File: config.mk
export PLATFORM = sky130hd
export DESIGN_NAME = aes_ctrl_flat
export DESIGN_NICKNAME = d
export VERILOG_FILES = /design/src/rtl/aes_pkg.sv /design/src/rtl/aes_ctrl_if.sv /design/src/rtl/aes_ctrl_edge.sv /design/src/rtl/aes_ctrl.sv /design/src/flat_wrapper.sv
export SDC_FILE = /design/constraint.sdc
export NUM_CORES = 1
export LEC_CHECK = 0
export ABC_AREA = 1
export BUFFER_PORTS_ARGS = -buffer_cell sky130_fd_sc_hd__buf_4
export CORE_AREA = 2 2 354 356
export DETAILED_ROUTE_END_ITERATION = 6
export DIE_AREA = 0 0 356 358
export HOLD_SLACK_MARGIN = 0.1
export PLACE_DENSITY_LB_ADDON = 0.3
export SYNTH_ARGS = -nofsm -noshare
export SYNTH_HDL_FRONTEND = slang
export SYNTH_SLANG_ARGS = --single-unit
export TNS_END_PERCENT = 1
File: constraint.sdc
create_clock -name clk -period 15.1 [get_ports clk]
set_input_delay 0.755 -clock clk [delete_from_list [all_inputs] [get_ports clk]]
set_output_delay 0.755 -clock clk [all_outputs]
set_load 0.02 [all_outputs]
File: src/rtl/aes_pkg.sv
// Shared types for the AES controller: command opcodes, FSM state encoding
// and the 128-bit block type.
package aes_pkg;

  typedef logic [127:0] block_t;

  typedef enum logic [1:0] {
    OP_LOAD_KEY = 2'b00,
    OP_ENC      = 2'b01,
    OP_DEC      = 2'b10,
    OP_RSVD     = 2'b11
  } cmd_op_t;

  typedef logic [2:0] state_t;

  localparam logic [2:0] ST_IDLE     = 3'd0;
  localparam logic [2:0] ST_KEY_WAIT = 3'd1;
  localparam logic [2:0] ST_ENC_RUN  = 3'd2;
  localparam logic [2:0] ST_DEC_RUN  = 3'd3;
  localparam logic [2:0] ST_RESP     = 3'd4;

endpackage

File: src/rtl/aes_ctrl_if.sv
// Command/response bus of the AES controller.
interface aes_ctrl_if;
  import aes_pkg::*;

  // Both channels use valid/ready: a transfer happens on the rising edge where
  // valid & ready are high; valid and its payload must hold until then.
  logic        cmd_valid;
  logic        cmd_ready;
  logic [1:0]  cmd_op;
  block_t      cmd_data;
  logic        rsp_valid;
  logic        rsp_ready;
  block_t      rsp_data;
  logic        rsp_err;

  modport master (
    output cmd_valid, cmd_op, cmd_data, rsp_ready,
    input  cmd_ready, rsp_valid, rsp_data, rsp_err
  );

  modport slave (
    input  cmd_valid, cmd_op, cmd_data, rsp_ready,
    output cmd_ready, rsp_valid, rsp_data, rsp_err
  );

endinterface

File: src/rtl/aes_ctrl_edge.sv
// Rising-edge detector for a core done line; the history bit is registered
// and cleared by reset.
module aes_ctrl_edge (
  input  logic clk,
  input  logic reset,
  input  logic done,
  output logic rise
);

  logic prev;

  always_ff @(posedge clk or posedge reset) begin
    if (reset) prev <= 1'b0;
    else       prev <= done;
  end

  assign rise = done & ~prev;

endmodule

File: src/rtl/aes_ctrl.sv
// AES controller: sequences key loading and enc/dec core operations behind a
// command/response bus. Define AES_CTRL_TIMEOUT_EN to add a core watchdog.
module aes_ctrl
  import aes_pkg::*;
#(
  parameter int KEY_SETTLE     = 2,
  parameter int TIMEOUT_CYCLES = 64
) (
  input  logic       clk,
  input  logic       reset,
  aes_ctrl_if.slave  bus,
  output logic       set_new_key,
  output block_t     key_out,
  output logic       enc_start,
  output block_t     enc_text,
  input  logic       enc_done,
  input  block_t     enc_result,
  output logic       dec_start,
  output block_t     dec_text,
  input  logic       dec_done,
  input  block_t     dec_result,
  output logic       key_loaded,
  output state_t     fsm_state
);

  localparam int CNT_MAX = (KEY_SETTLE > TIMEOUT_CYCLES) ? KEY_SETTLE : TIMEOUT_CYCLES;
  localparam int CNT_W   = $clog2(CNT_MAX + 1);
  localparam logic [CNT_W-1:0] SETTLE_LAST = CNT_W'((KEY_SETTLE > 0) ? KEY_SETTLE - 1 : 0);
`ifdef AES_CTRL_TIMEOUT_EN
  localparam logic [CNT_W-1:0] TIMEOUT_LAST = CNT_W'((TIMEOUT_CYCLES > 0) ? TIMEOUT_CYCLES - 1 : 0);
`endif

  state_t           state;
  logic [CNT_W-1:0] cnt;
  logic             rsp_valid_q;
  block_t           rsp_data_q;
  logic             rsp_err_q;
  logic             enc_rise;
  logic             dec_rise;

  aes_ctrl_edge u_enc_edge (.clk(clk), .reset(reset), .done(enc_done), .rise(enc_rise));
  aes_ctrl_edge u_dec_edge (.clk(clk), .reset(reset), .done(dec_done), .rise(dec_rise));

  // Gated by reset so the bus never looks ready while reset is held.
  assign bus.cmd_ready = (state == ST_IDLE) && !reset;
  assign bus.rsp_valid = rsp_valid_q;
  assign bus.rsp_data  = rsp_data_q;
  assign bus.rsp_err   = rsp_err_q;
  assign fsm_state     = state;

  always_ff @(posedge clk or posedge reset) begin
    if (reset) begin
      state       <= ST_IDLE;
      cnt         <= '0;
      rsp_valid_q <= 1'b0;
      rsp_data_q  <= '0;
      rsp_err_q   <= 1'b0;
      set_new_key <= 1'b0;
      key_out     <= '0;
      enc_start   <= 1'b0;
      enc_text    <= '0;
      dec_start   <= 1'b0;
      dec_text    <= '0;
      key_loaded  <= 1'b0;
    end else begin
      set_new_key <= 1'b0;
      enc_start   <= 1'b0;
      dec_start   <= 1'b0;
      case (state)
        ST_IDLE: begin
          if (bus.cmd_valid) begin
            cnt <= '0;
            case (bus.cmd_op)
              OP_LOAD_KEY: begin
                key_out     <= bus.cmd_data;
                set_new_key <= 1'b1;
                state       <= ST_KEY_WAIT;
              end
              OP_ENC: begin
                if (key_loaded) begin
                  enc_text  <= bus.cmd_data;
                  enc_start <= 1'b1;
                  state     <= ST_ENC_RUN;
                end else begin
                  rsp_valid_q <= 1'b1;
                  rsp_data_q  <= '0;
                  rsp_err_q   <= 1'b1;
                  state       <= ST_RESP;
                end
              end
              OP_DEC: begin
                if (key_loaded) begin
                  dec_text  <= bus.cmd_data;
                  dec_start <= 1'b1;
                  state     <= ST_DEC_RUN;
                end else begin
                  rsp_valid_q <= 1'b1;
                  rsp_data_q  <= '0;
                  rsp_err_q   <= 1'b1;
                  state       <= ST_RESP;
                end
              end
              default: begin
                rsp_valid_q <= 1'b1;
                rsp_data_q  <= '0;
                rsp_err_q   <= 1'b1;
                state       <= ST_RESP;
              end
            endcase
          end
        end
        ST_KEY_WAIT: begin
          if (cnt == SETTLE_LAST) begin
            key_loaded  <= 1'b1;
            rsp_valid_q <= 1'b1;
            rsp_data_q  <= '0;
            rsp_err_q   <= 1'b0;
            state       <= ST_RESP;
          end else begin
            cnt <= cnt + 1'b1;
          end
        end
        ST_ENC_RUN: begin
          if (enc_rise) begin
            rsp_valid_q <= 1'b1;
            rsp_data_q  <= enc_result;
            rsp_err_q   <= 1'b0;
            state       <= ST_RESP;
          end
`ifdef AES_CTRL_TIMEOUT_EN
          else if (cnt == TIMEOUT_LAST) begin
            rsp_valid_q <= 1'b1;
            rsp_data_q  <= '0;
            rsp_err_q   <= 1'b1;
            state       <= ST_RESP;
          end else begin
            cnt <= cnt + 1'b1;
          end
`endif
        end
        ST_DEC_RUN: begin
          if (dec_rise) begin
            rsp_valid_q <= 1'b1;
            rsp_data_q  <= dec_result;
            rsp_err_q   <= 1'b0;
            state       <= ST_RESP;
          end
`ifdef AES_CTRL_TIMEOUT_EN
          else if (cnt == TIMEOUT_LAST) begin
            rsp_valid_q <= 1'b1;
            rsp_data_q  <= '0;
            rsp_err_q   <= 1'b1;
            state       <= ST_RESP;
          end else begin
            cnt <= cnt + 1'b1;
          end
`endif
        end
        ST_RESP: begin
          if (bus.rsp_ready) begin
            rsp_valid_q <= 1'b0;
            state       <= ST_IDLE;
          end
        end
        default: state <= ST_IDLE;
      endcase
    end
  end

endmodule

File: src/flat_wrapper.sv
// flat-port wrapper written by rule: the top's interface ports become plain ports
module aes_ctrl_flat import aes_pkg::*;
#(
  parameter int KEY_SETTLE     = 2,
  parameter int TIMEOUT_CYCLES = 64
)
  (clk, reset, set_new_key, key_out, enc_start, enc_text, enc_done, enc_result, dec_start, dec_text, dec_done, dec_result, key_loaded, fsm_state, bus_cmd_valid, bus_cmd_op, bus_cmd_data, bus_rsp_ready, bus_cmd_ready, bus_rsp_valid, bus_rsp_data, bus_rsp_err);
  aes_ctrl_if bus_i ();
  input  logic clk;
  input  logic reset;
  output logic set_new_key;
  output block_t key_out;
  output logic enc_start;
  output block_t enc_text;
  input  logic enc_done;
  input  block_t enc_result;
  output logic dec_start;
  output block_t dec_text;
  input  logic dec_done;
  input  block_t dec_result;
  output logic key_loaded;
  output state_t fsm_state;
  input wire logic [$bits(bus_i.cmd_valid)-1:0] bus_cmd_valid;
  input wire logic [$bits(bus_i.cmd_op)-1:0] bus_cmd_op;
  input wire logic [$bits(bus_i.cmd_data)-1:0] bus_cmd_data;
  input wire logic [$bits(bus_i.rsp_ready)-1:0] bus_rsp_ready;
  output wire logic [$bits(bus_i.cmd_ready)-1:0] bus_cmd_ready;
  output wire logic [$bits(bus_i.rsp_valid)-1:0] bus_rsp_valid;
  output wire logic [$bits(bus_i.rsp_data)-1:0] bus_rsp_data;
  output wire logic [$bits(bus_i.rsp_err)-1:0] bus_rsp_err;
  assign bus_i.cmd_valid = bus_cmd_valid;
  assign bus_i.cmd_op = bus_cmd_op;
  assign bus_i.cmd_data = bus_cmd_data;
  assign bus_i.rsp_ready = bus_rsp_ready;
  assign bus_cmd_ready = bus_i.cmd_ready;
  assign bus_rsp_valid = bus_i.rsp_valid;
  assign bus_rsp_data = bus_i.rsp_data;
  assign bus_rsp_err = bus_i.rsp_err;
  aes_ctrl #(.KEY_SETTLE(KEY_SETTLE), .TIMEOUT_CYCLES(TIMEOUT_CYCLES)) u_core (.clk(clk), .reset(reset), .bus(bus_i), .set_new_key(set_new_key), .key_out(key_out), .enc_start(enc_start), .enc_text(enc_text), .enc_done(enc_done), .enc_result(enc_result), .dec_start(dec_start), .dec_text(dec_text), .dec_done(dec_done), .dec_result(dec_result), .key_loaded(key_loaded), .fsm_state(fsm_state));
endmodule
# --- Word level (Yosys, flattened, before mapping) ---
# Index checks and enable logic that the tools add are counted.
word_totals:
  regBits: 530
  latchBits: 0
  mem_bits_rw: 0
  romBits: 0
  in_bits: 392
  wordCells: 91
  n_memories: 0
classes:
  addsub: 1
  multipliers: 0
  n_div: 0
  order_cmp: 0
  n_eq_ne: 15
  shift: 0
  mux: 41
  n_bitwise: 4
  n_reduce_logical: 16
ops:
  columns: ["cell", "count"]
  rows:
  - ["two-way mux 128 bit", 5]
  - ["case mux 128 bit (4 select lines)", 1]
  - ["case mux 128 bit (2 select lines)", 1]
  - ["two-way mux 3 bit", 7]
  - ["two-way mux 1 bit", 19]
  - ["case mux 3 bit (5 select lines)", 1]
  - ["two-way mux 7 bit", 2]
  - ["case mux 7 bit (2 select lines)", 1]
  - ["case mux 3 bit (3 select lines)", 1]
  - ["inequality test 2 bit, second input constant", 4]
  - ["AND reduction 4 bit", 2]
  - ["AND reduction 8 bit", 1]
  - ["adder 7 x 1 -> 7 bit, second input constant", 1]
  - ["== test 7 x 1 -> 1 bit, second input constant", 1]
  - ["AND reduction 7 bit", 1]
  - ["== test 3 x 2 -> 1 bit, second input constant", 2]
  - ["inequality test 2 x 1 -> 1 bit, second input constant", 3]
  - ["AND reduction 3 bit", 2]
  - ["case mux 1 bit (5 select lines)", 1]
  - ["AND reduction 5 bit", 1]
  - ["nonzero test 5 bit", 1]
  - ["case mux 1 bit (4 select lines)", 1]
  - ["nonzero test 4 bit", 1]
  - ["== test 3 x 1 -> 1 bit, second input constant", 1]
  - ["14 further kinds", 16]

# --- Depth between registers and ports, before layout ---
# Gate-level depths: netlist (run 1).
logic_depth:
  ltp_word: 5
  ltp_mapped: 12
  depth_no_buf: 10

# --- Cells and area by module ---
# Synthesis (run 1) repeated with hierarchy kept, for this count alone.
hier_totals:
  cells_unflattened: 2455
  area_unflattened_um2: 21608.2
by_module_without_submodules:
  columns: ["module", "n_inst", "cells_per_inst", "area_per_inst_um2", "seq_area_each_um2"]
  rows:
  - ["aes_ctrl", 1, 2447, 21530.6, 13212.7]
  - ["aes_ctrl_edge", 2, 4, 38.8, 25.0]

# --- Least setup slack after synthesis (run 1) ---
# OpenSTA, ideal clock, no wires.
synth_path:
  kind: "input to register"
  start: "in bus_cmd_op[0]"
  end: "reg u_core.rsp_data_q[0] (netlist: u_core.bus.rsp_data[0])"
  setup_ns: 0.123
  t_arrival_ns: 1.837
  required_time_ns: 14.977
  setup_slack_ns: 13.140
  stages: 10
  cell_sequence: "inv_1 -> ha_1 -> nand2_1 -> nand3_1 -> nand2_1 -> nand2_2 -> buf_2 -> buf_2 -> o21ai_0 -> nand2_1"
synth_via:
  elab_chain_len: 5
synth_rtl:
  columns: ["item", "line_no", "rtl"]
  rows:
  - ["start, declared", "flat_wrapper.sv:24", "input wire logic [$bits(bus_i.cmd_op)-1:0] bus_cmd_op;"]
  - ["== test 2 x 1 -> 1 bit or == test 2 bit (tied branches)", "aes_ctrl.sv:73", "case (bus.cmd_op)"]
  - ["OR reduction 2 bit (no source line)", null, null]
  - ["case mux 128 bit (2 select lines)", "aes_ctrl.sv:73", null]
  - ["two-way mux 128 bit", "aes_ctrl.sv:71", "if (bus.cmd_valid) begin"]
  - ["case mux 128 bit (4 select lines)", "aes_ctrl.sv:69", "case (state)"]
  - ["end signal, assigned", "aes_ctrl.sv:126", "rsp_data_q <= enc_result;"]
  - ["end signal, assigned", "aes_ctrl.sv:144", "rsp_data_q <= dec_result;"]
  - ["end, declared", "aes_ctrl.sv:36", "block_t rsp_data_q;"]
# Several ways; a longest one is shown, not always the timed one. The select of a mux whose other input is x is not followed.
# A chain may end at the register's enable or synchronous reset.

# --- Worst setup path in the final report (run 1) ---
layout_path:
  start: "reg u_core.state[0] (netlist: u_core.fsm_state[0])"
  end: "reg u_core.dec_text[44]"
layout_via:
  elab_chain_len: 2
layout_rtl:
  columns: ["item", "line_no", "rtl"]
  rows:
  - ["start, declared", "aes_ctrl.sv:33", "state_t state;"]
  - ["start signal, assigned", "aes_ctrl.sv:53", "state <= ST_IDLE;"]
  - ["start signal, assigned", "aes_ctrl.sv:77", "state <= ST_KEY_WAIT;"]
  - ["start signal, assigned", "aes_ctrl.sv:83", "state <= ST_ENC_RUN;"]
  - ["logical NOT 3 bit", "aes_ctrl.sv:69", null]
  - ["AND reduction 4 bit (no source line)", null, null]
  - ["end signal, assigned", "aes_ctrl.sv:93", "dec_text <= bus.cmd_data;"]
  - ["end, declared", "aes_ctrl.sv:19", "output block_t dec_text,"]
# Every way passes these cells.

==> results of run 1 <==
[layout make-up]
| type | count | share of cell area (%) |
|---|---|---|
| timing repair buffer | 937 | 21.5 |
| inverter | 279 | 3.21 |
| tap | 1637 | 6.23 |
| sequential | 530 | 40.4 |
| multi-input combinational | 1633 | 21.7 |
| clock inverter | 21 | 0.898 |
| antenna | 8 | 0.0609 |
| clock buffer | 99 | 6.05 |
[critical path, cell delays in order, from the launching register on]
cell and delay (ns):
dfrtp_1 0.46, inv_4 0.53, nand2_1 0.19, nor2_2 0.25
nand2_2 0.17, nor2_4 0.67, buf_4 0.69, buf_4 0.75
nor2_1 0.10, a21oi_1 0.14
[through the flow]
| stage | hold WS (ns) | util [%] | std cells | instance area (um^2) |
|---|---|---|---|---|
| CTS | 0.177 | 26.6 | 5136 | 32800 |
| floorplan | 0.496 | - | 2610 | 22200 |
| global route | 0.185 | 26.7 | 5144 | 32900 |
| detailed placement | 0.474 | 24.8 | 5016 | 30600 |
| global placement | 0.468 | 24.8 | 5016 | 30600 |
| finish | 0.242 | 26.7 | 5144 | 32900 |
[power breakdown]
group / internal (mW) / total, mW / switching (mW) / leakage, nW
registers: 2.06 / 2.45 / 0.390 / 6.60
clock network: 0.966 / 1.66 / 0.696 / 1.11
logic: 1.16 / 3.16 / 2.00 / 9.64
[flip-flops by register name (all words and copies together) (netlist names)]
register and count:
u_core.bus.rsp_err 1, u_core.enc_text 128, u_core.dec_start 1, u_core.set_new_key 1, u_core.key_loaded 1, u_core.dec_text 128
u_core.key_out 128, u_core.fsm_state 3, u_core.u_dec_edge.prev 1, u_core.bus.rsp_valid 1, u_core.enc_start 1, u_core.cnt 7
u_core.u_enc_edge.prev 1, u_core.bus.rsp_data 128
[cell families (layout without fill, tap and decap cells)]
logic type,count (synthesis),after routing,share of synthesized area [%]
compound gates,529,529,11.9
xor+xnor,2,2,0.0788
fa+ha+maj,6,6,0.338
buf+inv,447,1336,8.46
flops,530,530,59.6
other cells,0,8,0
simple gates,1096,1096,19.6
[layout by cell type (no fill, tap or decap), drive strengths merged]
cell type and instances:
inv 283, nand3 146, xor2 2, buf 937, bufinv 2, o21ai 395
nand2 800, clkbuf 99, nor2 145, ha 6, o22ai 2, a21oi 132
clkinvlp 3, nand4 2, diode 8, clkinv 12, nor3 3, dfrtp 530
[final timing paths]
path	startpoint	endpoint	slack (ns)
min in group asynchronous	reset	u_core.enc_text[114]	0.28
hold / removal	enc_done	u_core.u_enc_edge.prev	0.24
setup reg to reg	u_core.fsm_state[0]	u_core.dec_text[44]	10.94
setup / recovery	u_core.fsm_state[0]	u_core.dec_text[44]	10.94
hold reg to reg	u_core.key_out[90]	u_core.key_out[90]	0.48
max in group asynchronous	reset	u_core.dec_text[66]	11.93
[metal layers]
layer	track usage, %	wire [um]
met1	17.7	39200
met2	24.6	47700
met3	6.35	10600
met4	5.94	3120
met5	0	92
==> flow_metrics.env, run 1 <==
export IMPL_status="finished, final reports clean"
export IMPL_vias=20300
export IMPL_relSlewSlack_pct=33.9
export IMPL_synthArstFlopShare_pct=100
export IMPL_fillers=13500
export IMPL_worst_slack_ns=10.94
export IMPL_synth_edff_count=0
export IMPL_routed_wl_um=101000
export IMPL_cts_root_buffer="clkbuf_16"
export IMPL_routedWlPerCell_um=19.6
export IMPL_final_net_count=3847
export IMPL_fin_crit_ns=4.16
export IMPL_preCtsSetupSlack_ns=10.83
export IMPL_multi_input_area_um2=7140
export IMPL_drc=0
export IMPL_setup_tns_ns=0
export IMPL_synth_seq_cells=530
export IMPL_cts_sinks=530
export IMPL_end_kind="flop"
export IMPL_ys_flop_type="dfrtp_1"
export IMPL_detail_route_vias_per_cell=3.96
export IMPL_io_pins=914
export IMPL_cts_hold_buffers=0
export IMPL_cts_tree="yes"
export IMPL_postSynthCellCount=2610
export IMPL_coreArea_um2=123000
export IMPL_cts_setup_buffers=0
export IMPL_finalHoldViolCount=0
export IMPL_rsz0062_at_grt="false"
export IMPL_startpoint_type="flop"
export IMPL_post_synth_top_count_cell="nand2_1"
export IMPL_gr_usage_all_layers_pct=15.1
export IMPL_grt_pass1_wl_um=142000
export IMPL_firstDrtPassIters=5
export IMPL_ctsResizeCount=0
export IMPL_synth_nets=3008
export IMPL_cellPowerDensity_nw_per_um2=221
export IMPL_dieWidth_um=356
export IMPL_critPathKind="flop to flop"
export IMPL_synth_seq_area_share_pct=59.6
export IMPL_synth_top_area_share_pct=59.6
export IMPL_ys_top_cells_by_count="797 x nand2_1, 530 x dfrtp_1, 395 x o21ai_0"
export IMPL_seqCellArea_um2=13300
export IMPL_finalMaxSlewViolations=0
export IMPL_numCtsBuffers=68
export IMPL_min_delay_path_depth=1
export IMPL_portBuffers=913
export IMPL_cts_clk_slew_worst_paths_ns=0.06
export IMPL_setup_viol=0
export IMPL_drive_above_1_share_pct=30.2
export IMPL_yosysUniqueCellTypes=22
export IMPL_finClkSkew_ns=0.0385
export IMPL_place_congestion=0.832
export IMPL_reg2reg_depth=9
export IMPL_dieArea_um2=127000
export IMPL_timing_final_crit_share_pct=27.6
export IMPL_rows=129
export IMPL_crit_fanout=85
export IMPL_maxCapViolCount=0
export IMPL_die_h_um=358
export IMPL_start_util_pct=18.0
export IMPL_areaGrowthSynthToFinish_pct=47.8
export IMPL_finalPower_mw=7.26
export IMPL_worstPathArrival_ns=4.71
export IMPL_synth_top_cells_by_area="dfrtp_1 60%, nand2_1 13%, o21ai_0 8.9%"
export IMPL_clock_latency_ns=0.65
export IMPL_critPathRequiredTime_ns=15.65
export IMPL_synth_area_leader_cell="dfrtp_1"
export IMPL_hpwlAfterDp_um=76700
export IMPL_tightest_slew_ns=0.991
export IMPL_grt_max_degree=145
export IMPL_synth_avg_cell_area_um2=8.52
export IMPL_worst_hold_path_type="input port to flop"
export IMPL_clockBufferDepth=3
export IMPL_max_clock_freq_mhz=240
export IMPL_syn_area_um2=22200
export IMPL_p_leak_nw=17.4
export IMPL_htree_levels=3
export IMPL_drt_iter0_markers=1399
export IMPL_grt_ovfl_total=0
export IMPL_ys_warnings_count=0
export IMPL_antenna_found_initial=27
export IMPL_grt_pass1_vias=20100
export IMPL_drtAntennaViolNets=0
export IMPL_vdd_drop_max_mv=0.109
No activity file was read; power rests on OpenSTA's default activity.
==> run 2: changes to the inputs <==
Settings changed: CORE_AREA 2 2 354 356 to 2 2 356 358, DIE_AREA 0 0 356 358 to 0 0 358 360.
Clock period 15.1 ns to 3.96 ns, I/O delays scaled along.
==> run 2 against run 1 <==
Net effect: design area grew 13%; count of clock-buffer cells in the layout is 3 lower; sequential share of layout area down 4.6 points; maximum frequency grew 61%; total power rose to 3.9 times the previous value; wire length rose by 1.1%; register-to-register slack worse by 9.6 ns; global-route usage rose by 0.17 points; critical path type unchanged.
==> flow_metrics.env, run 2 (synthesis gave the netlist of run 1 again) <==
export IMPL_status="finished, final reports clean"
export IMPL_final_net_count=4252
export IMPL_cts_sinks=530
export IMPL_relSlewSlack_pct=47.0
export IMPL_fin_crit_ns=2.59
export IMPL_place_congestion=0.833
export IMPL_startpoint_type="flop"
export IMPL_critPathKind="flop to flop"
export IMPL_start_util_pct=17.8
export IMPL_dieWidth_um=358
export IMPL_critPathRequiredTime_ns=4.52
export IMPL_drive_above_1_share_pct=27.4
export IMPL_vias=22100
export IMPL_rows=130
export IMPL_io_pins=914
export IMPL_finClkSkew_ns=0.0147
export IMPL_grt_max_degree=137
export IMPL_crit_fanout=128
export IMPL_finalMaxSlewViolations=0
export IMPL_setup_tns_ns=0
export IMPL_grt_ovfl_total=0
export IMPL_die_h_um=360
export IMPL_clock_latency_ns=0.62
export IMPL_drt_iter0_markers=1480
export IMPL_p_leak_nw=19.4
export IMPL_finalHoldViolCount=0
export IMPL_coreArea_um2=125000
export IMPL_routed_wl_um=102000
export IMPL_firstDrtPassIters=5
export IMPL_antenna_found_initial=33
export IMPL_max_clock_freq_mhz=386
export IMPL_final_common_cell="buf_4"
export IMPL_hpwlAfterDp_um=75200
export IMPL_grt_pass1_vias=22000
export IMPL_final_cell_mix="930 x buf_4, 797 x nand2_1, 530 x dfrtp_1, 395 x o21ai_0, 391 x dlygate4sd3_1"
export IMPL_maxCapViolCount=0
export IMPL_worstPathArrival_ns=3.15
export IMPL_p_sw_share_pct=41.8
export IMPL_grt_pass1_wl_um=148000
export IMPL_pwr_share_seq_pct=33.0
export IMPL_vdd_drop_max_mv=0.376
export IMPL_timing_final_crit_share_pct=65.5
export IMPL_worst_hold_path_type="input port to flop"
export IMPL_p_sw_mw=11.8
export IMPL_tightest_slew_ns=0.796
export IMPL_fillers=13400
export IMPL_rsz0062_at_grt="false"
export IMPL_cts_setup_buffers=0
export IMPL_cts_root_buffer="clkbuf_16"
export IMPL_fin_hold_ws_ns=0.261
export IMPL_routedWlPerCell_um=18.3
export IMPL_setup_viol=0
export IMPL_gr_usage_all_layers_pct=15.3
export IMPL_portBuffers=913
export IMPL_ctsResizeCount=0
export IMPL_clockBufferDepth=3
export IMPL_cts_tree="yes"
export IMPL_areaGrowthSynthToFinish_pct=66.9
export IMPL_end_kind="flop"
export IMPL_numCtsBuffers=68
export IMPL_htree_levels=3
export IMPL_cellPowerDensity_nw_per_um2=761
export IMPL_dieArea_um2=129000
export IMPL_intPower_mw=16.4
export IMPL_clkPwrFrac_pct=22.3
export IMPL_detail_route_vias_per_cell=3.97
export IMPL_drtAntennaViolNets=0
export IMPL_drc=0
export IMPL_cts_clk_slew_worst_paths_ns=0.06
export IMPL_cts_hold_buffers=391
export IMPL_power_frac_comb_pct=44.8
==> run 2: cell types whose count changed in the layout (fill, tap and decap cells not counted), sizes merged, moves of 2 or more <==
cell and delta:
buf +14, dlygate4sd3 +391, diode +9, clkinv -3, inv +2, bufinv +2
clkbuf -3
==> run 2: worst paths after layout <==
kind                                          start                       end  slack, ns  cells after the start
worst max-delay path            u_core.fsm_state[2]  u_core.bus.rsp_data[119]       1.37                      7
worst min-delay path                       dec_done    u_core.u_dec_edge.prev       0.26                      2
worst max register to register  u_core.fsm_state[2]  u_core.bus.rsp_data[119]       1.37                      7
worst min register to register   u_core.key_out[29]        u_core.key_out[29]       0.48                      2
max in group asynchronous                     reset       u_core.enc_text[86]       2.54                      5
min in group asynchronous                     reset      u_core.dec_text[121]       0.27                      3
==> run 2: power groups by stage <==
stage          sequential [mW]  clock [mW]  combinational [mW]
6_report                  9.30        6.29                12.6
5_1_grt                   9.62        6.73                13.7
4_1_cts                   9.30        6.50                12.9
3_5_place_dp              9.34           0                12.4
3_3_place_gp              9.32           0                12.4
2_1_floorplan             12.1           0                3.12
==> run 2: critical path: stages, from the launching register on <==
cell and delay [ns]:
dfrtp_1 0.53, nor2_4 0.21, buf_12 0.35, nand3_1 0.25, nand2_1 0.19, dlygate4sd3_1 0.62
nand2_1 0.06, nand2_1 0.07
==> run 2: stage by stage <==
step | worst slack [ns] | area (um^2) | total power, mW | cells | utilization [%]
2_1_floorplan | -3.44 | 22200 | 15.3 | 2610 | -
3_3_place_gp | 1.54 | 30900 | 21.7 | 5043 | 24.8
3_5_place_dp | 1.52 | 30900 | 21.8 | 5043 | 24.8
4_1_cts | 1.45 | 37100 | 28.7 | 5553 | 29.7
5_1_grt | 1.25 | 37100 | 30.0 | 5569 | 29.7
6_report | 1.37 | 37100 | 28.2 | 5570 | 29.7
==> run 2: routing by layer <==
metal  vias to the layer above  wire (um)  global-route usage [%]  share of wire (%)
li1                      10700          -                       -                  -
met1                     10500      41200                    18.3                 40
met2                       756      48100                    24.6                 47
met3                       171       8660                    5.38                8.5
met4                        22       3610                    6.74                3.5
met5                         -        146                       0               0.14
==> run 2: final cells by class <==
type | instances | area [um^2] | area share, %
Inverter | 279 | 1050 | 2.84
Clock inverter | 23 | 305 | 0.823
Clock buffer | 96 | 1930 | 5.20
Multi-Input combinational cell | 1633 | 7140 | 19.2
Timing Repair Buffer | 1342 | 11300 | 30.5
Sequential cell | 530 | 13300 | 35.7
Antenna cell | 17 | 42.5 | 0.115
Tap cell | 1650 | 2060 | 5.56
